File: src/rtl/bcd_result_recomp_if.sv
// Handshake bundle between the BCD adder array, the result re-complementer and the output register.
interface bcd_result_recomp_if #(
  parameter int unsigned NDIG = 3
) ();
  localparam int unsigned W = 4 * NDIG;

  logic         in_valid;
  logic         in_ready;
  logic [W-1:0] raw;
  logic         cout;
  logic         sub;
  logic         out_valid;
  logic         out_ready;
  logic         sign;
  logic [W-1:0] mag;
  logic         err;

  modport slave (
    input  in_valid, raw, cout, sub, out_ready,
    output in_ready, out_valid, sign, mag, err
  );

  modport master (
    output in_valid, raw, cout, sub, out_ready,
    input  in_ready, out_valid, sign, mag, err
  );
endinterface

File: src/rtl/bcd_result_recomp.sv
// Converts a raw 10's-complement BCD adder result into sign-magnitude BCD,
// re-complementing negative results serially one digit per clock, LSD first.
module bcd_result_recomp #(
  parameter int unsigned NDIG = 3
) (
  input  logic                clk,
  input  logic                rst_n,
  bcd_result_recomp_if.slave  bus
);
  localparam int unsigned W     = 4 * NDIG;
  localparam int unsigned IDX_W = (NDIG > 1) ? $clog2(NDIG) : 1;

  typedef enum logic [1:0] {IDLE, PASS, CONV, DONE} state_e;

  state_e           state_q, state_d;
  logic [W-1:0]     raw_q, raw_d;
  logic             cout_q, cout_d;
  logic             sub_q, sub_d;
  logic [IDX_W-1:0] idx_q, idx_d;
  logic             c_q, c_d;
  logic [W-1:0]     acc_q, acc_d;
  logic             in_ready_q, in_ready_d;
  logic             out_valid_q, out_valid_d;
  logic             sign_q, sign_d;
  logic [W-1:0]     mag_q, mag_d;
  logic             err_q, err_d;

  logic [3:0]       dig;
  logic [4:0]       t;
  logic [3:0]       new_dig;
  logic             c_nxt;
  logic [W-1:0]     acc_nxt;

  function automatic logic has_bad_digit(input logic [W-1:0] v);
    logic bad;
    bad = 1'b0;
    for (int i = 0; i < int'(NDIG); i++) begin
      if (v[i*4 +: 4] > 4'd9) bad = 1'b1;
    end
    return bad;
  endfunction

  // One digit of the 9's complement plus incoming carry; 9-d wraps for illegal digits.
  always_comb begin
    dig = 4'd0;
    for (int i = 0; i < int'(NDIG); i++) begin
      if (idx_q == IDX_W'(i)) dig = raw_q[i*4 +: 4];
    end
    t       = {1'b0, 4'(4'd9 - dig)} + {4'd0, c_q};
    c_nxt   = (t == 5'd10);
    new_dig = c_nxt ? 4'd0 : t[3:0];
    acc_nxt = acc_q;
    for (int i = 0; i < int'(NDIG); i++) begin
      if (idx_q == IDX_W'(i)) acc_nxt[i*4 +: 4] = new_dig;
    end
  end

  always_comb begin
    state_d = state_q;
    raw_d   = raw_q;
    cout_d  = cout_q;
    sub_d   = sub_q;
    idx_d   = idx_q;
    c_d     = c_q;
    acc_d   = acc_q;
    sign_d  = sign_q;
    mag_d   = mag_q;
    err_d   = err_q;

    unique case (state_q)
      IDLE: begin
        if (bus.in_valid && in_ready_q) begin
          raw_d   = bus.raw;
          cout_d  = bus.cout;
          sub_d   = bus.sub;
          idx_d   = '0;
          c_d     = 1'b1;
          acc_d   = '0;
          state_d = (!bus.sub || bus.cout) ? PASS : CONV;
        end
      end
      PASS: begin
        mag_d   = raw_q;
        sign_d  = 1'b0;
        err_d   = has_bad_digit(raw_q) | (!sub_q & cout_q);
        state_d = DONE;
      end
      CONV: begin
        acc_d = acc_nxt;
        c_d   = c_nxt;
        idx_d = idx_q + IDX_W'(1);
        if (idx_q == IDX_W'(NDIG - 1)) begin
          // raw == 0 here means the true result is -10^NDIG, which has no representation.
          mag_d   = acc_nxt;
          sign_d  = (acc_nxt != '0);
          err_d   = has_bad_digit(raw_q) | (raw_q == '0);
          state_d = DONE;
        end
      end
      DONE: begin
        if (out_valid_q && bus.out_ready) state_d = IDLE;
      end
      default: state_d = IDLE;
    endcase

    in_ready_d  = (state_d == IDLE);
    out_valid_d = (state_d == DONE);
  end

  always_ff @(posedge clk or negedge rst_n) begin
    if (!rst_n) begin
      state_q     <= IDLE;
      raw_q       <= '0;
      cout_q      <= 1'b0;
      sub_q       <= 1'b0;
      idx_q       <= '0;
      c_q         <= 1'b0;
      acc_q       <= '0;
      in_ready_q  <= 1'b0;
      out_valid_q <= 1'b0;
      sign_q      <= 1'b0;
      mag_q       <= '0;
      err_q       <= 1'b0;
    end else begin
      state_q     <= state_d;
      raw_q       <= raw_d;
      cout_q      <= cout_d;
      sub_q       <= sub_d;
      idx_q       <= idx_d;
      c_q         <= c_d;
      acc_q       <= acc_d;
      in_ready_q  <= in_ready_d;
      out_valid_q <= out_valid_d;
      sign_q      <= sign_d;
      mag_q       <= mag_d;
      err_q       <= err_d;
    end
  end

  assign bus.in_ready  = in_ready_q;
  assign bus.out_valid = out_valid_q;
  assign bus.sign      = sign_q;
  assign bus.mag       = mag_q;
  assign bus.err       = err_q;
endmodule

File: src/flat_wrapper.sv
// flat-port wrapper written by rule: the top's interface ports become plain ports
module bcd_result_recomp_flat 
#(
  parameter int unsigned NDIG = 3
)
  (clk, rst_n, bus_in_valid, bus_raw, bus_cout, bus_sub, bus_out_ready, bus_in_ready, bus_out_valid, bus_sign, bus_mag, bus_err);
  bcd_result_recomp_if #(.NDIG(NDIG)) bus_i ();
  input  logic clk;
  input  logic rst_n;
  input wire logic [$bits(bus_i.in_valid)-1:0] bus_in_valid;
  input wire logic [$bits(bus_i.raw)-1:0] bus_raw;
  input wire logic [$bits(bus_i.cout)-1:0] bus_cout;
  input wire logic [$bits(bus_i.sub)-1:0] bus_sub;
  input wire logic [$bits(bus_i.out_ready)-1:0] bus_out_ready;
  output wire logic [$bits(bus_i.in_ready)-1:0] bus_in_ready;
  output wire logic [$bits(bus_i.out_valid)-1:0] bus_out_valid;
  output wire logic [$bits(bus_i.sign)-1:0] bus_sign;
  output wire logic [$bits(bus_i.mag)-1:0] bus_mag;
  output wire logic [$bits(bus_i.err)-1:0] bus_err;
  assign bus_i.in_valid = bus_in_valid;
  assign bus_i.raw = bus_raw;
  assign bus_i.cout = bus_cout;
  assign bus_i.sub = bus_sub;
  assign bus_i.out_ready = bus_out_ready;
  assign bus_in_ready = bus_i.in_ready;
  assign bus_out_valid = bus_i.out_valid;
  assign bus_sign = bus_i.sign;
  assign bus_mag = bus_i.mag;
  assign bus_err = bus_i.err;
  bcd_result_recomp #(.NDIG(NDIG)) u_core (.clk(clk), .rst_n(rst_n), .bus(bus_i));
endmodule
File: config.mk
export PLATFORM = sky130hd
export DESIGN_NAME = bcd_result_recomp_flat
export DESIGN_NICKNAME = d
export VERILOG_FILES = /design/src/rtl/bcd_result_recomp_if.sv /design/src/rtl/bcd_result_recomp.sv /design/src/flat_wrapper.sv
export SDC_FILE = /design/constraint.sdc
export NUM_CORES = 1
export LEC_CHECK = 0
export CORE_MARGIN = 10
export CORE_UTILIZATION = 25
export CTS_BUF_LIST = sky130_fd_sc_hd__clkbuf_8
export CTS_CLUSTER_SIZE = 20
export DETAILED_ROUTE_END_ITERATION = 10
export PLACE_DENSITY = 0.51
export SYNTH_ARGS = -nofsm -noshare
export SYNTH_HDL_FRONTEND = slang
export SYNTH_SLANG_ARGS = --single-unit
File: constraint.sdc
create_clock -name clk -period 3.2 [get_ports clk]
set_input_delay 0.64 -clock clk [delete_from_list [all_inputs] [get_ports clk]]
set_output_delay 0.64 -clock clk [all_outputs]
set_load 0.005 [all_outputs]
==> results.sh, run 1 <==
export IMPL_outcome="completed"
export IMPL_async_reset_ff_share_pct=100
export IMPL_drive_gt1_share_pct=14.5
export IMPL_cp_start_kind="flip-flop"
export IMPL_synthAdderAreaFrac_pct=3.27
export IMPL_synth_compound_area_share_pct=21.1
export IMPL_synth_seq_cells=47
export IMPL_die_height_um=124
export IMPL_port_buffers=33
export IMPL_grtUsageTotal_pct=11.0
export IMPL_max_slew_margin_rel_pct=27.2
export IMPL_routed_wl_um=8210
export IMPL_postCtsHoldBufs=0
export IMPL_drtIter0Drc=127
export IMPL_seqCellArea_um2=1180
export IMPL_clkLatencyLatePin_ns=0.31
export IMPL_synthXorXnorAreaFrac_pct=0.980
export IMPL_synth_area_per_cell_um2=9.57
export IMPL_htreeDepth=2
export IMPL_path_class="reg -> reg"
export IMPL_rsz0062_at_grt="no"
export IMPL_grt_pass1_wl_um=13200
export IMPL_cts_root_buf="clkbuf_8"
export IMPL_synth_area_um2=2680
export IMPL_nFillCells=1108
export IMPL_cellPowerDensity_nw_per_um2=1150
export IMPL_r2r_start="u_core.idx_q[1]"
export IMPL_gp_congestion=0.882
export IMPL_rows=37
export IMPL_areaGrowthSynthToFinish_pct=24.0
export IMPL_synth_edf_count=0
export IMPL_grt_pass1_vias=2353
export IMPL_cts_tree="built"
export IMPL_leakagePower_nw=1.37
export IMPL_min_period_ns=2.96
export IMPL_ios=34
export IMPL_syn_num_nets=305
export IMPL_dr_pass1_iters=4
export IMPL_fin_util_pct=32.0
export IMPL_path_clk_slew_ns=0.09
export IMPL_nNetsFinal=344
export IMPL_cap_violations=0
export IMPL_seqPwrFrac_pct=29.9
export IMPL_clock_sinks=47
export IMPL_hp_class="reg -> reg"
export IMPL_viasPerCell=5.13
export IMPL_arrival_ns=3.17
export IMPL_yosysWarningCount=0
export IMPL_post_drt_wl_per_cell_um=18.1
export IMPL_num_vias=2331
export IMPL_worst_hold_startpoint="u_core.acc_q[5]"
export IMPL_dieArea_um2=15300
export IMPL_crit_required_ns=3.42
export IMPL_p_comb_share_pct=61.0
export IMPL_ys_types=51
export IMPL_muxShareOfSynthArea_pct=9.24
export IMPL_fin_skew_ns=0.0140
export IMPL_yosys_most_used_dff="dfrtp_1"
export IMPL_finalSetupTns_ns=0
export IMPL_cts_made_buffers=5
export IMPL_slew_violations=0
export IMPL_synth_cells=280
export IMPL_initial_core_util_pct=25.8
export IMPL_switching_power_mw=1.78
export IMPL_finalSetupViolCount=0
export IMPL_antenna_found_initial=0
export IMPL_clkPwrFrac_pct=9.0
export IMPL_seq_area_frac_synth_pct=43.9
export IMPL_min_period_over_period_pct=92.4
export IMPL_post_route_drc_count=0
export IMPL_critPathCaptureType="flip-flop"
export IMPL_die_w_um=124
export IMPL_worst_pin_slew_ns=1.09
export IMPL_ant_nets=0
export IMPL_final_cell_mix="dfrtp_1, nand2_1, clkdlybuf4s50_1"
export IMPL_timing_fmax_mhz=338
export IMPL_ir_drop_mv=0.383
export IMPL_layout_commonest_cell="dfrtp_1"
export IMPL_dp_hpwl_um=5920
export IMPL_core_um2=10400
export IMPL_clk_path_buf_depth=2
export IMPL_grt_max_degree=48
export IMPL_power_switching_share_pct=46.5
export IMPL_synth_top_family_by_area="compound AO/OA/AOI/OAI gates"
export IMPL_finalHoldViolCount=0
export IMPL_p_int_mw=2.05
export IMPL_multiInputGateArea_um2=1420
export IMPL_crit_start="u_core.idx_q[1]"
export IMPL_fin_hold_ws_ns=0.496
export IMPL_overflow=0
export IMPL_critPathMaxFanout=5
export IMPL_synth_simple_area_share_pct=17.8
export IMPL_diodes=0
[routing by layer]
layer  GRT usage (%)  vias to the layer above  part of all wire [%]
li1                -                     1104                     -
met1            15.4                     1143                    47
met2            16.8                       74                    45
met3            2.55                       10                   6.4
met4            2.33                        0                  0.85
met5               0                        -                     0
[synth_stat cells (all sizes together) (2+ instances only)]
cell,number,share of area [%]
ha,7,3.3
nor3,6,1.1
o31ai,4,1.1
xor2,2,0.65
o211ai,2,0.56
a31oi,4,0.93
buf,4,0.65
nand3b,4,1.1
nand2,32,4.5
mux2,14,5.9
nand2b,7,1.6
nor2,17,2.4
a32o,3,1.1
and3,5,1.2
a211oi,4,1.1
o41ai,2,0.93
o221ai,3,0.98
inv,9,1.3
dfrtp,47,44
clkbuf,13,1.8
or2,2,0.47
o22ai,10,2.3
nor2b,5,1.2
mux2i,9,3.4
a21oi,14,2.8
nand3,5,1.1
nor4,4,0.93
a21boi,2,0.56
o21ai,23,4.3
or3,2,0.47
[what timing repair did]
item                                   4_1_cts  5_1_grt
buffers inserted                             0        2
endpoints found under the hold margin        0        0
gates resized for setup                      0        2
setup endpoints to repair                    0        6
[logic make-up (layout without fill, tap and decap cells)]
group	Yosys count	after routing
DFF	47	47
AOI/OAI and AO/OA	80	80
adders and majority gates	7	7
and+or+nand+nor	94	94
xor gates and xnor gates	3	3
muxes	23	23
buffers and inverters	26	64
[sequential cells by signal (all words and copies together) (netlist names)]
signal / cells
u_core.acc_q: 12
u_core.bus.err: 1
u_core.bus.in_ready: 1
u_core.bus.mag: 12
u_core.bus.out_valid: 1
u_core.bus.sign: 1
u_core.c_q: 1
u_core.cout_q: 1
u_core.idx_q: 2
u_core.raw_q: 12
u_core.state_q: 2
u_core.sub_q: 1
[area by class of cell]
class | instances | share of cell area (%)
multi-input cells | 207 | 42.8
well taps | 136 | 5.12
flip-flops and latches | 47 | 35.4
repair buffers | 49 | 13.4
clock inverters | 1 | 0.226
inverters | 9 | 1.02
clock buffers | 5 | 2.07
[power groups by stage]
stage          logic (mW)  clock network [mW]  registers, mW
2_1_floorplan        1.54                   0           1.02
3_3_place_gp         2.29                   0           1.16
3_5_place_dp         2.28                   0           1.16
4_1_cts              2.30               0.360           1.15
5_1_grt              2.57               0.382           1.19
6_report             2.34               0.346           1.15
[worst paths after layout]
kind	slack [ns]	cells after the start	endpoint
worst min-delay path	0.50	2	u_core.acc_q[5]
worst min register to register	0.50	2	u_core.acc_q[5]
worst max-delay path	0.24	14	u_core.bus.mag[1]
worst max register to register	0.24	14	u_core.bus.mag[1]
min in group asynchronous	0.54	1	u_core.bus.mag[5]
max in group asynchronous	2.00	1	u_core.raw_q[7]
[metrics by stage]
stage | std cells | total power, mW | setup slack, ns | instance area, um^2
after floorplan | 280 | 2.56 | 0.101 | 2680
after global placement | 446 | 3.44 | 0.200 | 3230
after detailed placement | 446 | 3.44 | 0.202 | 3230
after CTS | 452 | 3.80 | 0.163 | 3310
after global routing | 454 | 4.14 | 0.00911 | 3320
final | 454 | 3.83 | 0.243 | 3320
[worst max-delay path, cell delays in order (launching register included)]
cell	delay (ns)
dfrtp_1	0.39
inv_1	0.10
ha_1	0.17
inv_1	0.09
and3_1	0.17
a21oi_1	0.11
nor2_1	0.05
a21oi_1	0.22
ha_2	0.27
a21oi_1	0.10
a2111o_1	0.52
nand3_2	0.12
o311ai_4	0.13
buf_4	0.18
o41ai_2	0.25
(Power assumes the default switching activity.)
==> run 2: changes to the inputs <==
ABC_AREA = 1   (was not set)
CORE_MARGIN = 4   (was 10)
==> results.sh, run 2 <==
export IMPL_cap_violations=0
export IMPL_holdPathStages=2
export IMPL_yosys_area_top_type="dfrtp_1"
export IMPL_cp_depth=19
export IMPL_ir_drop_mv=0.429
export IMPL_core_um2=9770
export IMPL_finalSetupTns_ns=0
export IMPL_slew_violations=0
export IMPL_setup_ws_ns=0.250
export IMPL_port_buffers=33
export IMPL_yosysWarningCount=0
export IMPL_crit_chain="inv_1 -> ha_2 -> buf_4 -> nand3_1 -> o211ai_1 -> o21ai_0 -> ha_1 -> or2_1 -> nand2_1 -> inv_2 -> nand2_1 -> o21ai_0 -> nand2_1 -> nor3_1 -> nand3_1 -> nor2_2 -> nand3_1 -> nand2_1 -> nand2_1"
export IMPL_overflow=0
export IMPL_cts_root_buf="clkbuf_8"
export IMPL_cp_top_family="simple AND/OR/NAND/NOR gates"
export IMPL_synth_area_per_cell_um2=8.10
export IMPL_die_w_um=108
export IMPL_drive_gt1_share_pct=12.7
export IMPL_critPathBufInv=3
export IMPL_dieArea_um2=11700
export IMPL_grt_pass1_wl_um=10600
export IMPL_leakagePower_nw=1.46
export IMPL_synthTopCellsByArea="dfrtp_1, nand2_1, o21ai_0"
export IMPL_ys_types=32
export IMPL_grtUsageTotal_pct=11.5
export IMPL_critPathCaptureType="flip-flop"
export IMPL_dr_pass1_iters=4
export IMPL_min_period_ns=2.95
export IMPL_critPathMaxFanout=6
export IMPL_timing_fmax_mhz=339
export IMPL_rr_endpoint="u_core.bus.sign"
export IMPL_grt_pass1_vias=2171
export IMPL_seq_area_frac_synth_pct=46.8
export IMPL_syn_num_nets=335
export IMPL_ant_nets=0
export IMPL_path_class="reg -> reg"
export IMPL_grt_max_degree=48
export IMPL_rsz0062_at_grt="no"
export IMPL_place_area_um2=2980
export IMPL_arrival_ns=3.14
export IMPL_cts_resized=0
export IMPL_layout_commonest_cell="nand2_1"
export IMPL_htreeDepth=2
export IMPL_ios=34
export IMPL_cellPowerDensity_nw_per_um2=1180
export IMPL_cp_start_kind="flip-flop"
export IMPL_synth_top_area_share_pct=46.8
export IMPL_yosys_most_used_dff="dfrtp_1"
export IMPL_async_reset_ff_share_pct=100
export IMPL_r2r_start="u_core.idx_q[0]"
export IMPL_fin_skew_ns=0.00556
export IMPL_stdcell_area_um2=3080
export IMPL_hp_class="reg -> reg"
export IMPL_drtIter0Drc=129
export IMPL_cts_made_buffers=5
export IMPL_synth_edf_count=0
export IMPL_worst_hold_startpoint="u_core.acc_q[2]"
export IMPL_synth_seq_cells=47
export IMPL_critPathSlowestCell="dfrtp_1"
export IMPL_diodes=0
export IMPL_yosysMostFrequentCell="nand2_1"
export IMPL_crit_top_cell="nand2_1"
export IMPL_routed_wl_um=6380
export IMPL_rows=36
export IMPL_r2r_cells=19
export IMPL_die_height_um=108
export IMPL_slowest_delay_ns=0.42
export IMPL_clkLatencyLatePin_ns=0.30
export IMPL_total_power_mw=3.65
export IMPL_cts_tree="built"
export IMPL_postCtsHoldBufs=0
export IMPL_clock_sinks=47
export IMPL_post_cts_setup_buffer_count=0
export IMPL_antenna_found_initial=0
export IMPL_initial_core_util_pct=25.7
export IMPL_dp_hpwl_um=4870
export IMPL_nNetsFinal=370
export IMPL_reg2reg_slack_ns=0.25
export IMPL_max_slew_margin_rel_pct=30.7
export IMPL_crit_required_ns=3.39
export IMPL_holdPathEnd="u_core.acc_q[2]"
export IMPL_num_vias=2112
export IMPL_path_clk_slew_ns=0.09
export IMPL_viasPerCell=4.41
export IMPL_worst_pin_slew_ns=1.04
export IMPL_post_route_drc_count=0
export IMPL_min_period_over_period_pct=92.2
export IMPL_synth_area_um2=2510
export IMPL_gp_congestion=0.895
export IMPL_clk_path_buf_depth=2
export IMPL_synth_cells=310
export IMPL_finalHoldViolCount=0
export IMPL_post_drt_wl_per_cell_um=13.3
export IMPL_synthTopCellsByCount="nand2_1, dfrtp_1, inv_1"
export IMPL_final_cell_mix="nand2_1, dfrtp_1, inv_1, clkdlybuf4s50_1, o21ai_0"
export IMPL_outcome="completed"
export IMPL_areaGrowthSynthToFinish_pct=22.7
export IMPL_pre_cts_slack_ns=0.210
export IMPL_finalSetupViolCount=0
-- run 2: metal layers --
metal,global-route usage [%],vias up,share of wire (%)
li1,-,1061,-
met1,15.1,995,46
met2,19.0,44,46
met3,2.27,12,5.6
met4,3.61,0,2.0
met5,0,-,0
-- run 2: layout make-up --
class	count	area (um^2)
multi-input combinational	218	1130
sequential	47	1180
tap	133	166
timing repair buffer	38	363
clock buffer	6	82.6
clock inverter	2	12.5
fill	1065	6690
inverter	35	148
-- run 2: worst max path at each step --
stage	start	to	slack, ns
6_report	u_core.idx_q[0]	u_core.bus.sign	0.25
2_1_floorplan	u_core.idx_q[0]	u_core.bus.sign	0.77
5_1_grt	u_core.idx_q[0]	u_core.bus.sign	0.02
3_3_place_gp	u_core.idx_q[0]	u_core.bus.sign	0.23
3_5_place_dp	u_core.idx_q[0]	u_core.bus.sign	0.21
4_1_cts	u_core.idx_q[0]	u_core.bus.sign	0.19
-- run 2: metrics by stage --
step           hold slack, ns  util [%]  std cells
5_1_grt                 0.521      31.5        479
6_report                0.489      31.5        479
3_5_place_dp            0.468      30.5        471
4_1_cts                 0.491      31.5        479
3_3_place_gp            0.468      30.5        471
2_1_floorplan           0.344         -        310
-- run 2: tightest hold or removal path: stages (launching register included) --
cell and delay (ns):
dfrtp_1 0.35, nand2_1 0.05, nand2_1 0.05
-- run 2: kinds of logic (layout without fill, tap and decap cells) --
| kind of cell | count (synthesis) | in the layout | share of synthesized area [%] |
|---|---|---|---|
| DFF | 47 | 47 | 46.8 |
| buffers and inverters | 45 | 81 | 8.22 |
| and+or+nand+nor | 153 | 153 | 29.0 |
| adders and majority gates | 7 | 7 | 3.49 |
| AOI/OAI and AO/OA | 58 | 58 | 12.5 |
-- run 2: report_power, final --
| group | total (mW) | switching [mW] | internal (mW) | leakage, nW |
|---|---|---|---|---|
| Combinational | 2.17 | 1.31 | 0.859 | 0.835 |
| Clock | 0.375 | 0.201 | 0.174 | 0.0526 |
| Sequential | 1.10 | 0.215 | 0.884 | 0.570 |
==> run 3: changes to the inputs <==
ABC_AREA = not set   (was 1)
==> results.sh, run 3 (synthesized netlist as in run 1, its figures left out) <==
export IMPL_nNetsFinal=344
export IMPL_post_drt_wl_per_cell_um=17.5
export IMPL_routed_wl_um=8000
export IMPL_crit_chain="inv_1 -> ha_2 -> inv_1 -> and3_1 -> a21oi_1 -> nor2_1 -> a21oi_1 -> ha_2 -> a21oi_1 -> a2111oi_4 -> nor3b_1 -> or2_1 -> o311a_1"
export IMPL_r2r_cells=13
export IMPL_critPathSlowestCell="a2111oi_4"
export IMPL_ios=34
export IMPL_ant_nets=0
export IMPL_clock_sinks=47
export IMPL_cts_tree="built"
export IMPL_htreeDepth=2
export IMPL_critPathMaxFanout=5
export IMPL_overflow=0
export IMPL_grtUsageTotal_pct=12.8
export IMPL_grt_pass1_vias=2233
export IMPL_clk_path_buf_depth=2
export IMPL_viasPerCell=5.10
export IMPL_finalSetupViolCount=0
export IMPL_areaGrowthSynthToFinish_pct=26.6
export IMPL_antenna_found_initial=0
export IMPL_path_clk_slew_ns=0.09
export IMPL_cts_root_buf="clkbuf_8"
export IMPL_reg2reg_slack_ns=0.22
export IMPL_nFillCells=1101
export IMPL_worst_pin_slew_ns=0.806
export IMPL_grt_max_degree=30
export IMPL_final_cell_mix="dfrtp_1, nand2_1, clkdlybuf4s50_1"
export IMPL_timing_fmax_mhz=335
export IMPL_multiInputGateArea_um2=1430
export IMPL_drive_gt1_share_pct=15.6
export IMPL_path_class="reg -> reg"
export IMPL_grt_pass1_wl_um=12800
export IMPL_finalHoldViolCount=0
export IMPL_finalSetupTns_ns=0
export IMPL_dr_pass1_iters=4
export IMPL_port_buffers=33
export IMPL_gp_congestion=0.875
export IMPL_total_power_mw=4.00
export IMPL_ir_drop_mv=0.391
export IMPL_initial_core_util_pct=25.8
export IMPL_fin_skew_ns=0.00468
export IMPL_slowest_delay_ns=0.44
export IMPL_die_w_um=112
export IMPL_post_route_drc_count=0
export IMPL_r2r_start="u_core.idx_q[1]"
export IMPL_min_period_ns=2.98
export IMPL_rows=37
export IMPL_outcome="completed"
export IMPL_cellPowerDensity_nw_per_um2=1180
export IMPL_cap_violations=0
export IMPL_clkLatencyLatePin_ns=0.31
export IMPL_min_period_over_period_pct=93.2
export IMPL_postCtsHoldBufs=0
export IMPL_crit_top_cell="a21oi_1"
export IMPL_layout_commonest_cell="dfrtp_1"
export IMPL_leakagePower_nw=1.41
export IMPL_num_vias=2326
export IMPL_max_slew_margin_rel_pct=46.3
export IMPL_critPathCaptureType="flip-flop"
export IMPL_diodes=0
export IMPL_die_height_um=112
export IMPL_arrival_ns=3.18
export IMPL_crit_required_ns=3.39
export IMPL_drtIter0Drc=166
export IMPL_dieArea_um2=12400
export IMPL_setup_ws_ns=0.218
export IMPL_cp_start_kind="flip-flop"
export IMPL_pre_cts_slack_ns=0.131
export IMPL_rr_endpoint="u_core.bus.mag[7]"
export IMPL_seqCellArea_um2=1180
export IMPL_dp_hpwl_um=5810
export IMPL_cts_made_buffers=5
export IMPL_hp_class="in -> async"
export IMPL_core_um2=10400
export IMPL_slew_violations=0
## run 3: where the power goes
group	internal, mW	total (mW)	switching (mW)
combinational	1.04	2.32	1.27
clock	0.312	0.527	0.215
sequential	0.848	1.15	0.306
total	2.20	4.00	1.80
## run 3: critical path, delay by kind of cell, from the launching register on
family	cells	cell delay, ns
flip-flops	1	0.39
buffers and inverters	2	0.18
adder cells (fa/ha/maj)	2	0.49
AO/OA/AOI/OAI	5	1.16
AND/OR/NAND/NOR	4	0.65
## run 3: metal layers
| metal | share of wire [%] | GRT usage, % | vias to the layer above |
|---|---|---|---|
| met5 | 0 | 0 | - |
| met4 | 1.0 | 2.60 | 0 |
| met3 | 6.3 | 2.45 | 7 |
| met2 | 44 | 19.1 | 67 |
| met1 | 49 | 19.3 | 1138 |
| li1 | - | - | 1114 |
## run 3: metrics by stage
step                cells  hold slack, ns  cell area, um^2  util, %
floorplan             280           0.344             2680        -
global placement      447           0.470             3240     31.2
detailed placement    447           0.475             3240     31.2
CTS                   455           0.384             3370     32.5
global route          456           0.409             3390     32.7
finish                456           0.363             3390     32.7
## run 3: repair_timing
item,in CTS,in global routing
setup endpoints to repair,0,13
buffers inserted,0,1
gates resized for setup,0,3
## run 3: layout make-up
class	count	share of cell area, %
inverters	9	0.996
clock inverters	3	1.99
repair buffers	49	13.1
well taps	136	5.01
flip-flops and latches	47	34.7
clock buffers	5	2.03
multi-input cells	207	42.2
## run 3: how the worst max path moves through the flow
stage | endpoint | start | cells past startpoint
floorplan | u_core.bus.mag[3] | u_core.idx_q[1] | 14
global placement | u_core.bus.sign | u_core.idx_q[1] | 13
detailed placement | u_core.bus.sign | u_core.idx_q[1] | 13
CTS | u_core.bus.sign | u_core.idx_q[1] | 13
global route | u_core.bus.mag[7] | u_core.idx_q[1] | 13
finish | u_core.bus.mag[7] | u_core.idx_q[1] | 13
